$ cat config.mk
export PLATFORM = sky130hd
export DESIGN_NAME = ps2_kbd_rx_flat
export DESIGN_NICKNAME = d
export VERILOG_FILES = /design/src/rtl/ps2_kbd_rx_pkg.sv /design/src/rtl/ps2_kbd_rx_if.sv /design/src/rtl/ps2_kbd_rx_frame_rx.sv /design/src/rtl/ps2_kbd_rx.sv /design/src/flat_wrapper.sv
export SDC_FILE = /design/constraint.sdc
export NUM_CORES = 1
export LEC_CHECK = 0
export BUFFER_PORTS_ARGS = -buffer_cell sky130_fd_sc_hd__buf_2
export CAP_MARGIN = 15
export CORE_ASPECT_RATIO = 1.2
export CORE_UTILIZATION = 50
export DETAILED_ROUTE_END_ITERATION = 8
export PLACE_DENSITY = 0.68
export SLEW_MARGIN = 20
export SYNTH_ARGS = -nofsm -noshare
export SYNTH_HDL_FRONTEND = slang
export SYNTH_HIERARCHICAL = 1
export SYNTH_SLANG_ARGS = --single-unit
$ cat constraint.sdc
create_clock -name clk -period 4.1 [get_ports clk]
set_input_delay 1.23 -clock clk [delete_from_list [all_inputs] [get_ports clk]]
set_output_delay 1.23 -clock clk [all_outputs]
set_load 0.005 [all_outputs]
$ cat src/rtl/ps2_kbd_rx_pkg.sv
// Shared PS/2 keyboard constants and the frame FSM state type.
// main_ctrl imports this package for its key constants too.
package ps2_pkg;

    localparam logic [7:0]  PS2_BRK        = 8'hF0;
    localparam logic [7:0]  PS2_EXT        = 8'hE0;
    localparam int unsigned PS2_FRAME_BITS = 11;

    typedef enum logic {
        ST_IDLE,
        ST_RECV
    } frame_state_e;

    // Odd parity over 8 data bits plus the parity bit.
    function automatic logic odd_parity_ok(input logic [8:0] i_bits);
        return ^i_bits;
    endfunction

endpackage

$ cat src/rtl/ps2_kbd_rx_if.sv
// Decoded keyboard output bus from ps2_kbd_rx towards main_ctrl.
interface ps2_kbd_rx_if;

    logic [7:0] ps2_byte;
    logic       ps2_state;
    logic       ps2_ext;
    logic       ps2_err;

    modport master (output ps2_byte, output ps2_state, output ps2_ext, output ps2_err);
    modport slave  (input  ps2_byte, input  ps2_state, input  ps2_ext, input  ps2_err);

endinterface

$ cat src/rtl/ps2_kbd_rx_frame_rx.sv
// PS/2 pin synchroniser, 11-bit frame deserialiser with parity/stop check and
// inter-edge timeout. o_byte_valid / o_frame_err are single-cycle, never together.
module ps2_frame_rx
    import ps2_pkg::*;
#(
    parameter int unsigned TIMEOUT_CYCLES = 50000
) (
    input  logic       i_clk,
    input  logic       i_rst,
    input  logic       i_ps2_clk,
    input  logic       i_ps2_data,
    output logic       o_byte_valid,
    output logic [7:0] o_byte_data,
    output logic       o_frame_err
);

    localparam logic [3:0]  STOP_IDX = 4'(PS2_FRAME_BITS - 2);
    localparam logic [15:0] TMO_LAST = 16'(TIMEOUT_CYCLES - 1);

    logic [2:0]   r_clk_sync;
    logic [1:0]   r_dat_sync;
    frame_state_e r_state, w_state_nxt;
    logic [3:0]   r_bit_cnt, w_bit_cnt_nxt;
    logic [8:0]   r_shreg, w_shreg_nxt;
    logic [15:0]  r_timer, w_timer_nxt;
    logic         w_fall;
    logic         w_data;

    assign w_fall = r_clk_sync[2] & ~r_clk_sync[1];
    assign w_data = r_dat_sync[1];

    always_ff @(posedge i_clk) begin
        if (i_rst) begin
            r_clk_sync <= '1;
            r_dat_sync <= '1;
            r_state    <= ST_IDLE;
            r_bit_cnt  <= '0;
            r_shreg    <= '0;
            r_timer    <= '0;
        end else begin
            r_clk_sync <= {r_clk_sync[1:0], i_ps2_clk};
            r_dat_sync <= {r_dat_sync[0], i_ps2_data};
            r_state    <= w_state_nxt;
            r_bit_cnt  <= w_bit_cnt_nxt;
            r_shreg    <= w_shreg_nxt;
            r_timer    <= w_timer_nxt;
        end
    end

    always_comb begin
        w_state_nxt   = r_state;
        w_bit_cnt_nxt = r_bit_cnt;
        w_shreg_nxt   = r_shreg;
        w_timer_nxt   = r_timer;
        o_byte_valid  = 1'b0;
        o_frame_err   = 1'b0;
        o_byte_data   = r_shreg[7:0];

        case (r_state)
            ST_IDLE: begin
                w_timer_nxt = '0;
                if (w_fall && !w_data) begin
                    w_state_nxt   = ST_RECV;
                    w_bit_cnt_nxt = '0;
                end
            end
            ST_RECV: begin
                if (w_fall) begin
                    w_timer_nxt = '0;
                    if (r_bit_cnt == STOP_IDX) begin
                        // Current data is the stop bit; shreg holds data + parity.
                        w_state_nxt = ST_IDLE;
                        if (odd_parity_ok(r_shreg) && w_data)
                            o_byte_valid = 1'b1;
                        else
                            o_frame_err = 1'b1;
                    end else begin
                        w_shreg_nxt   = {w_data, r_shreg[8:1]};
                        w_bit_cnt_nxt = r_bit_cnt + 4'd1;
                    end
                end else if (r_timer == TMO_LAST) begin
                    w_timer_nxt = '0;
                    w_state_nxt = ST_IDLE;
                    o_frame_err = 1'b1;
                end else begin
                    w_timer_nxt = r_timer + 16'd1;
                end
            end
            default: w_state_nxt = ST_IDLE;
        endcase
    end

endmodule

$ cat src/rtl/ps2_kbd_rx.sv
// PS/2 keyboard receiver: strips F0 (break) and E0 (extended) prefixes and
// strobes each make code out to main_ctrl.
module ps2_kbd_rx
    import ps2_pkg::*;
#(
    parameter int unsigned TIMEOUT_CYCLES = 50000
) (
    input  logic           clk,
    input  logic           rst,
    input  logic           ps2_clk,
    input  logic           ps2_data,
    ps2_kbd_rx_if.master   bus
);

    logic       w_byte_valid;
    logic [7:0] w_byte_data;
    logic       w_frame_err;

    logic [7:0] r_byte;
    logic       r_state;
    logic       r_ext_out;
    logic       r_err;
    logic       r_brk;
    logic       r_ext;

    ps2_frame_rx #(
        .TIMEOUT_CYCLES(TIMEOUT_CYCLES)
    ) u_frame_rx (
        .i_clk        (clk),
        .i_rst        (rst),
        .i_ps2_clk    (ps2_clk),
        .i_ps2_data   (ps2_data),
        .o_byte_valid (w_byte_valid),
        .o_byte_data  (w_byte_data),
        .o_frame_err  (w_frame_err)
    );

    always_ff @(posedge clk) begin
        if (rst) begin
            r_byte    <= '0;
            r_state   <= 1'b0;
            r_ext_out <= 1'b0;
            r_err     <= 1'b0;
            r_brk     <= 1'b0;
            r_ext     <= 1'b0;
        end else begin
            r_state <= 1'b0;
            r_err   <= w_frame_err;
            if (w_frame_err) begin
                r_brk <= 1'b0;
                r_ext <= 1'b0;
            end else if (w_byte_valid) begin
                if (w_byte_data == PS2_BRK) begin
                    r_brk <= 1'b1;
                end else if (w_byte_data == PS2_EXT) begin
                    r_ext <= 1'b1;
                end else if (r_brk) begin
                    r_brk <= 1'b0;
                    r_ext <= 1'b0;
                end else begin
                    r_byte    <= w_byte_data;
                    r_ext_out <= r_ext;
                    r_state   <= 1'b1;
                    r_ext     <= 1'b0;
                end
            end
        end
    end

    assign bus.ps2_byte  = r_byte;
    assign bus.ps2_state = r_state;
    assign bus.ps2_ext   = r_ext_out;
    assign bus.ps2_err   = r_err;

endmodule

$ cat src/flat_wrapper.sv
// flat-port wrapper written by rule: the top's interface ports become plain ports
module ps2_kbd_rx_flat import ps2_pkg::*;
#(
    parameter int unsigned TIMEOUT_CYCLES = 50000
)
  (clk, rst, ps2_clk, ps2_data, bus_ps2_byte, bus_ps2_state, bus_ps2_ext, bus_ps2_err);
  ps2_kbd_rx_if bus_i ();
  input  logic clk;
  input  logic rst;
  input  logic ps2_clk;
  input  logic ps2_data;
  output wire logic [$bits(bus_i.ps2_byte)-1:0] bus_ps2_byte;
  output wire logic [$bits(bus_i.ps2_state)-1:0] bus_ps2_state;
  output wire logic [$bits(bus_i.ps2_ext)-1:0] bus_ps2_ext;
  output wire logic [$bits(bus_i.ps2_err)-1:0] bus_ps2_err;
  assign bus_ps2_byte = bus_i.ps2_byte;
  assign bus_ps2_state = bus_i.ps2_state;
  assign bus_ps2_ext = bus_i.ps2_ext;
  assign bus_ps2_err = bus_i.ps2_err;
  ps2_kbd_rx #(.TIMEOUT_CYCLES(TIMEOUT_CYCLES)) u_core (.clk(clk), .rst(rst), .ps2_clk(ps2_clk), .ps2_data(ps2_data), .bus(bus_i));
endmodule
# After elaboration in Yosys (flattened, before gate mapping)

Index checks and enable logic that the tools add are counted.

Add/subtract/negate cells: 2
Multipliers: 0
Divide/modulo/power cells: 0
Order comparisons: 0
Equality and inequality tests: 8
Shift operators: 0
Muxes and demuxes: 25
Bitwise gates (word level): 9
Reduce and logical (&&, ||, !) cells: 11

Operator list:

| operator                | number |
|---|---|
| $mux W16                | 2 |
| $pmux W16 S2            | 1 |
| $mux W1                 | 17 |
| $add A16 B1 Y16 const B | 1 |
| $eq A16 B16 Y1 const B  | 1 |
| $eq A8 B8 Y1 const B    | 2 |
| $mux W4                 | 3 |
| $reduce_xor A9 Y1       | 1 |
| $not A1 Y1              | 8 |
| $pmux W4 S2             | 1 |
| $reduce_and A3 Y1       | 2 |
| $reduce_and A5 Y1       | 1 |
| $reduce_or A5 Y1        | 1 |
| $add A4 B1 Y4 const B   | 1 |
| $eq A4 B4 Y1 const B    | 1 |
| $ne A2 B1 Y1 const B    | 2 |
| $ne A2 B2 Y1 const B    | 2 |
| $reduce_and A2 Y1       | 2 |
| $logic_and A1 B1 Y1     | 2 |
| $pmux W1 S2             | 1 |
| $reduce_or A2 Y1        | 1 |
| $and A1 B1 Y1           | 1 |
| $logic_not A1 Y1        | 1 |

Bits in registers: 48
Latch bits: 0
RAM bits: 0
Memory bits (read-only): 0
Input port bits: 4
Output and inout bits: 11
Memories kept: 0

# Logic depth before layout (Yosys ltp)

Word-level depth: 8
Mapped depth: 10
Gate-level depth less buffers: 8

# Cells and area by module

The synthesis kept the hierarchy.

By module, submodules not included:

| module       | instances | cells an instance | area each (um^2) | seq. area each (um^2) |
|---|---|---|---|---|
| ps2_frame_rx | 1         | 161               | 1574.0           | 700.7 |
| ps2_kbd_rx   | 1         | 55                | 570.5            | 260.2 |

# Least setup slack after synthesis

Ideal clock, no wire load.

Path kind: register to register
Start point: register u_core.u_frame_rx.r_shreg[4]
End point: register u_core.r_byte[0] (netlist: u_core/bus.ps2_byte[0])
Data arrival time: 2031 ps
Required time: 3981 ps
Slack: 1950 ps
Cell stages (with the launch flop): 8
Buffers on the path: 1
Cells stage by stage: dfxtp_1 -> xor2_1 -> xnor3_1 -> xnor2_1 -> nor4b_1 -> o211ai_2 -> buf_6 -> mux2i_1

Elaborated cells between the ends (all ways): 16
Classes of those cells: eq/ne (2); mux (8); bitwise (3); reduce/logical (3)

RTL lines:

| item                        | line                      | RTL |
|---|---|---|
| from (decl)                 | ps2_kbd_rx_frame_rx.sv:24 | `logic [8:0] r_shreg, w_shreg_nxt;` |
| from (signal assigned)      | ps2_kbd_rx_frame_rx.sv:45 | `r_shreg <= w_shreg_nxt;` |
| $reduce_xor A9 Y1           | ps2_kbd_rx_pkg.sv:16      | `return ^i_bits;` |
| $logic_and A1 B1 Y1         | ps2_kbd_rx_frame_rx.sv:73 | `if (odd_parity_ok(r_shreg) && w_data)` |
| $mux W1                     | ps2_kbd_rx_frame_rx.sv:73 |  |
| $mux W1                     | ps2_kbd_rx_frame_rx.sv:70 | `if (r_bit_cnt == STOP_IDX) begin` |
| $mux W1                     | ps2_kbd_rx_frame_rx.sv:68 | `if (w_fall) begin` |
| $mux W1                     | ps2_kbd_rx_frame_rx.sv:59 | `case (r_state)` |
| via u_core.w_byte_valid     | ps2_kbd_rx.sv:15          | `logic w_byte_valid;` |
| $reduce_and A5 Y1 (no line) | --                        |  |
| to (signal assigned)        | ps2_kbd_rx.sv:61          | `r_byte <= w_byte_data;` |
| to (decl)                   | ps2_kbd_rx.sv:19          | `logic [7:0] r_byte;` |

The timed path passes the listed nets, and every way through them passes these cells.
A chain may end at the register's enable or synchronous reset.

# Worst setup path after layout

Start point: register u_core.u_frame_rx.r_shreg[4]
End point: register u_core.r_byte[2] (netlist: u_core/bus.ps2_byte[2])

Same word-level chain as after synthesis.

==> flow_summary.toml <==
[sta]
slew_viol_final = 0
tns_ns = 0
period_needed_ns = 2.75
timing.final.crit_share_pct = 67.2
rsz0062_at_grt = "false"
worstMarginPinSlew_ns = 0.756
hold_ws_ns = 0.422
hold_viol = 0
max_clock_freq_ghz = 0.363
skew_ns = 0.00633
setup_violations = 0
slew-limit-headroom_pct = 48.9

[clock_tree]
numCtsBuffers = 5
cts_resized = 0
cts_sinks = 48
clock_path_buffers = 2
cts_hold_buffers = 0
insertion_delay_ns = 0.30
post_cts_buffers = 0
cts-root-buf = "clkbuf_8"
cts_tree = "done"
htreeDepth = 2
cts.clk_slew.worst_paths_ns = 0.09

[detailed_routing]
dr.pass1.iters = 4
dr.first_iter.drc_count = 87
via_count = 1442
totalWireLength_um = 3560
vias_per_cell = 5.26
antenna_left = 0
wl_per_cell_um = 13.0
drc = 0

[synth]
muxShareOfSynthArea_pct = 9.33
synth_compound_gate_area_share_pct = 3.50
ys_seq_elements = 48
avgSynthCellArea_um2 = 9.93
syn_nets = 223
synth_top_family_by_area = "simple AND/OR/NAND/NOR gates"
async_flop_share_pct = 0
synth-simple-area-share_pct = 24.8
synth_fa_ha_area_share_pct = 1.75
synth_area_um2 = 2140
syn-instance-count = 216
synth_edf_count = 0
ys_warn_count = 6
synth_xor_area_share_pct = 10.1
synth-seq-area-share_pct = 44.8
synthFlopType = "dfxtp_1"
ys_types = 39

[worst_setup_path]
crit_fanout = 9
reg2reg_depth = 6
worst_ep_arrival_time_ns = 2.92
worst-setup-path-type = "flop to flop"
start_kind = "flop"
cp.required_ns = 4.26
cp-end-kind = "flop"

[grt]
groute.usage.overall_pct = 17.5
antenna_found_initial = 0
grt_max_degree = 43
grt_pass1_wl_um = 5810
grt_pass1_vias = 1349
grt_overflow = 0

[floorplan]
core_um2 = 4040
io_pins = 15
dieHeight_um = 73.7
rows = 25
die_area_um2 = 4560
die_w_um = 61.8
start_util_pct = 53.1

[finish]
area_growth_pct = 6.24
layout-drive-gt1-share_pct = 14.1
layout.nets = 226
diodes = 0

[min_path]
hp-class = "flop to flop"
whs_path_depth = 1

[place]
dp_hpwl_um = 2530
place.gp.congestion = 0.763
port_buffers = 14

[outcome]
status = "complete, no violations"

[power_and_ir_drop]
p_leak_nw = 0.882
power.density_nw_per_um2 = 359
peakVddDrop_mv = 0.215

[job]
maxCapViolCount = 0
[worst max-delay path, cell delays in order, from the launching register on]
cell and delay, ns:
dfxtp_1 0.46, xor2_1 0.18, xnor3_1 0.42, xnor2_1 0.15, nor4b_1 0.68, o211ai_2 0.50
mux2i_1 0.22
[per-stage QoR]
| step | instances | power (W) | cell area [um2] | worst slack, ns | utilization (%) |
|---|---|---|---|---|---|
| floorplan | 216 | 0.000490 | 2140 | 1.95 | - |
| global placement | 266 | 0.000492 | 2170 | 1.45 | 53.7 |
| detailed placement | 266 | 0.000493 | 2170 | 1.35 | 53.7 |
| CTS | 274 | 0.000827 | 2280 | 1.31 | 56.5 |
| global route | 274 | 0.000843 | 2280 | 1.18 | 56.5 |
| finish | 274 | 0.000817 | 2280 | 1.35 | 56.5 |
[final timing paths]
kind / startpoint / endpoint / slack (ns)
max reg2reg: u_core/u_frame_rx/r_shreg[4]$_SDFFE_PP0P_ / u_core/bus.ps2_byte[2]$_SDFFE_PP0P_ / 1.35
min reg2reg: u_core/u_frame_rx/r_dat_sync[0]$_SDFF_PP1_ / u_core/u_frame_rx/r_dat_sync[1]$_SDFF_PP1_ / 0.42
max: u_core/u_frame_rx/r_shreg[4]$_SDFFE_PP0P_ / u_core/bus.ps2_byte[2]$_SDFFE_PP0P_ / 1.35
min: u_core/u_frame_rx/r_dat_sync[0]$_SDFF_PP1_ / u_core/u_frame_rx/r_dat_sync[1]$_SDFF_PP1_ / 0.42
[where the power goes]
group / switching (W) / internal, W / total (W)
Sequential: 0.00000122 / 0.000468 / 0.000469
Clock: 0.000155 / 0.000180 / 0.000335
Combinational: 0.00000706 / 0.00000568 / 0.0000127
Total: 0.000163 / 0.000654 / 0.000817
[metal layers]
layer,up-vias,GRT usage [%],routed length [um]
li1,729,-,-
met1,687,19.1,1530
met2,19,31.4,1880
met3,7,3.17,78
met4,0,8.89,71
met5,-,0,0
[final cells by class]
cell class                      instances  area (um2)
Sequential cell                        48         961
Inverter                                2        7.51
Clock inverter                          3        42.5
Fill cell                             358        1760
Tap cell                               54        67.6
Clock buffer                            5        68.8
Multi-Input combinational cell        148        1060
Timing Repair Buffer                   14        70.1
[synth_stat cells (2+ instances only)]
library cell   n  share of area, %
xnor2_1        5               2.0
nand2b_1      18               5.3
or3_1          3              0.88
buf_4         10               3.5
buf_2          2              0.47
inv_1          2              0.35
a21oi_1        6               1.4
nand4_1        5               1.5
nor4_1         3              0.88
nor4b_1        2              0.82
and3_1         3              0.88
nor2_1        24               4.2
and4_1         3               1.2
or2_2          5               1.5
nand2_1        4              0.70
xor2_1        14               5.7
nor2b_1        2              0.58
nand3_1        9               2.1
ha_1           3               1.8
dfxtp_1       48                45
clkbuf_1       5              0.88
mux2i_1       20               9.3
nor3_1         2              0.47
o21ai_0        3              0.70
[layout by cell type (no fill, tap or decap), drive strengths merged, types with 2 or more instances in the layout]
master and n:
xnor2 6, nor2 24, nand3 9, or2 5, and4 3, or3 3, nor3 2, nor4 3
buf 14, clkbuf 5, o21ai 3, and3 3, a21oi 6, dfxtp 48, xor2 14, nand4 5
inv 2, nand2 4, nor2b 2, nor4b 3, mux2i 20, ha 3, nand2b 18
[sequential cells by signal, indices dropped and copies added (netlist names)]
signal                        count
u_core/bus.ps2_err                1
u_core/u_frame_rx/r_clk_sync      3
u_core/bus.ps2_byte               8
u_core/u_frame_rx/r_state         1
u_core/u_frame_rx/r_bit_cnt       4
u_core/bus.ps2_state              1
u_core/u_frame_rx/r_dat_sync      2
u_core/bus.ps2_ext                1
u_core/r_ext                      1
u_core/r_brk                      1
u_core/u_frame_rx/r_timer        16
u_core/u_frame_rx/r_shreg         9
[kinds of logic after synthesis]
group           Yosys count
buf+inv                  20
flops                    48
xor+xnor                 21
compound gates           12
fa+ha+maj                 3
mux                      20
simple gates             92
No activity file was read; power rests on OpenSTA's default activity.
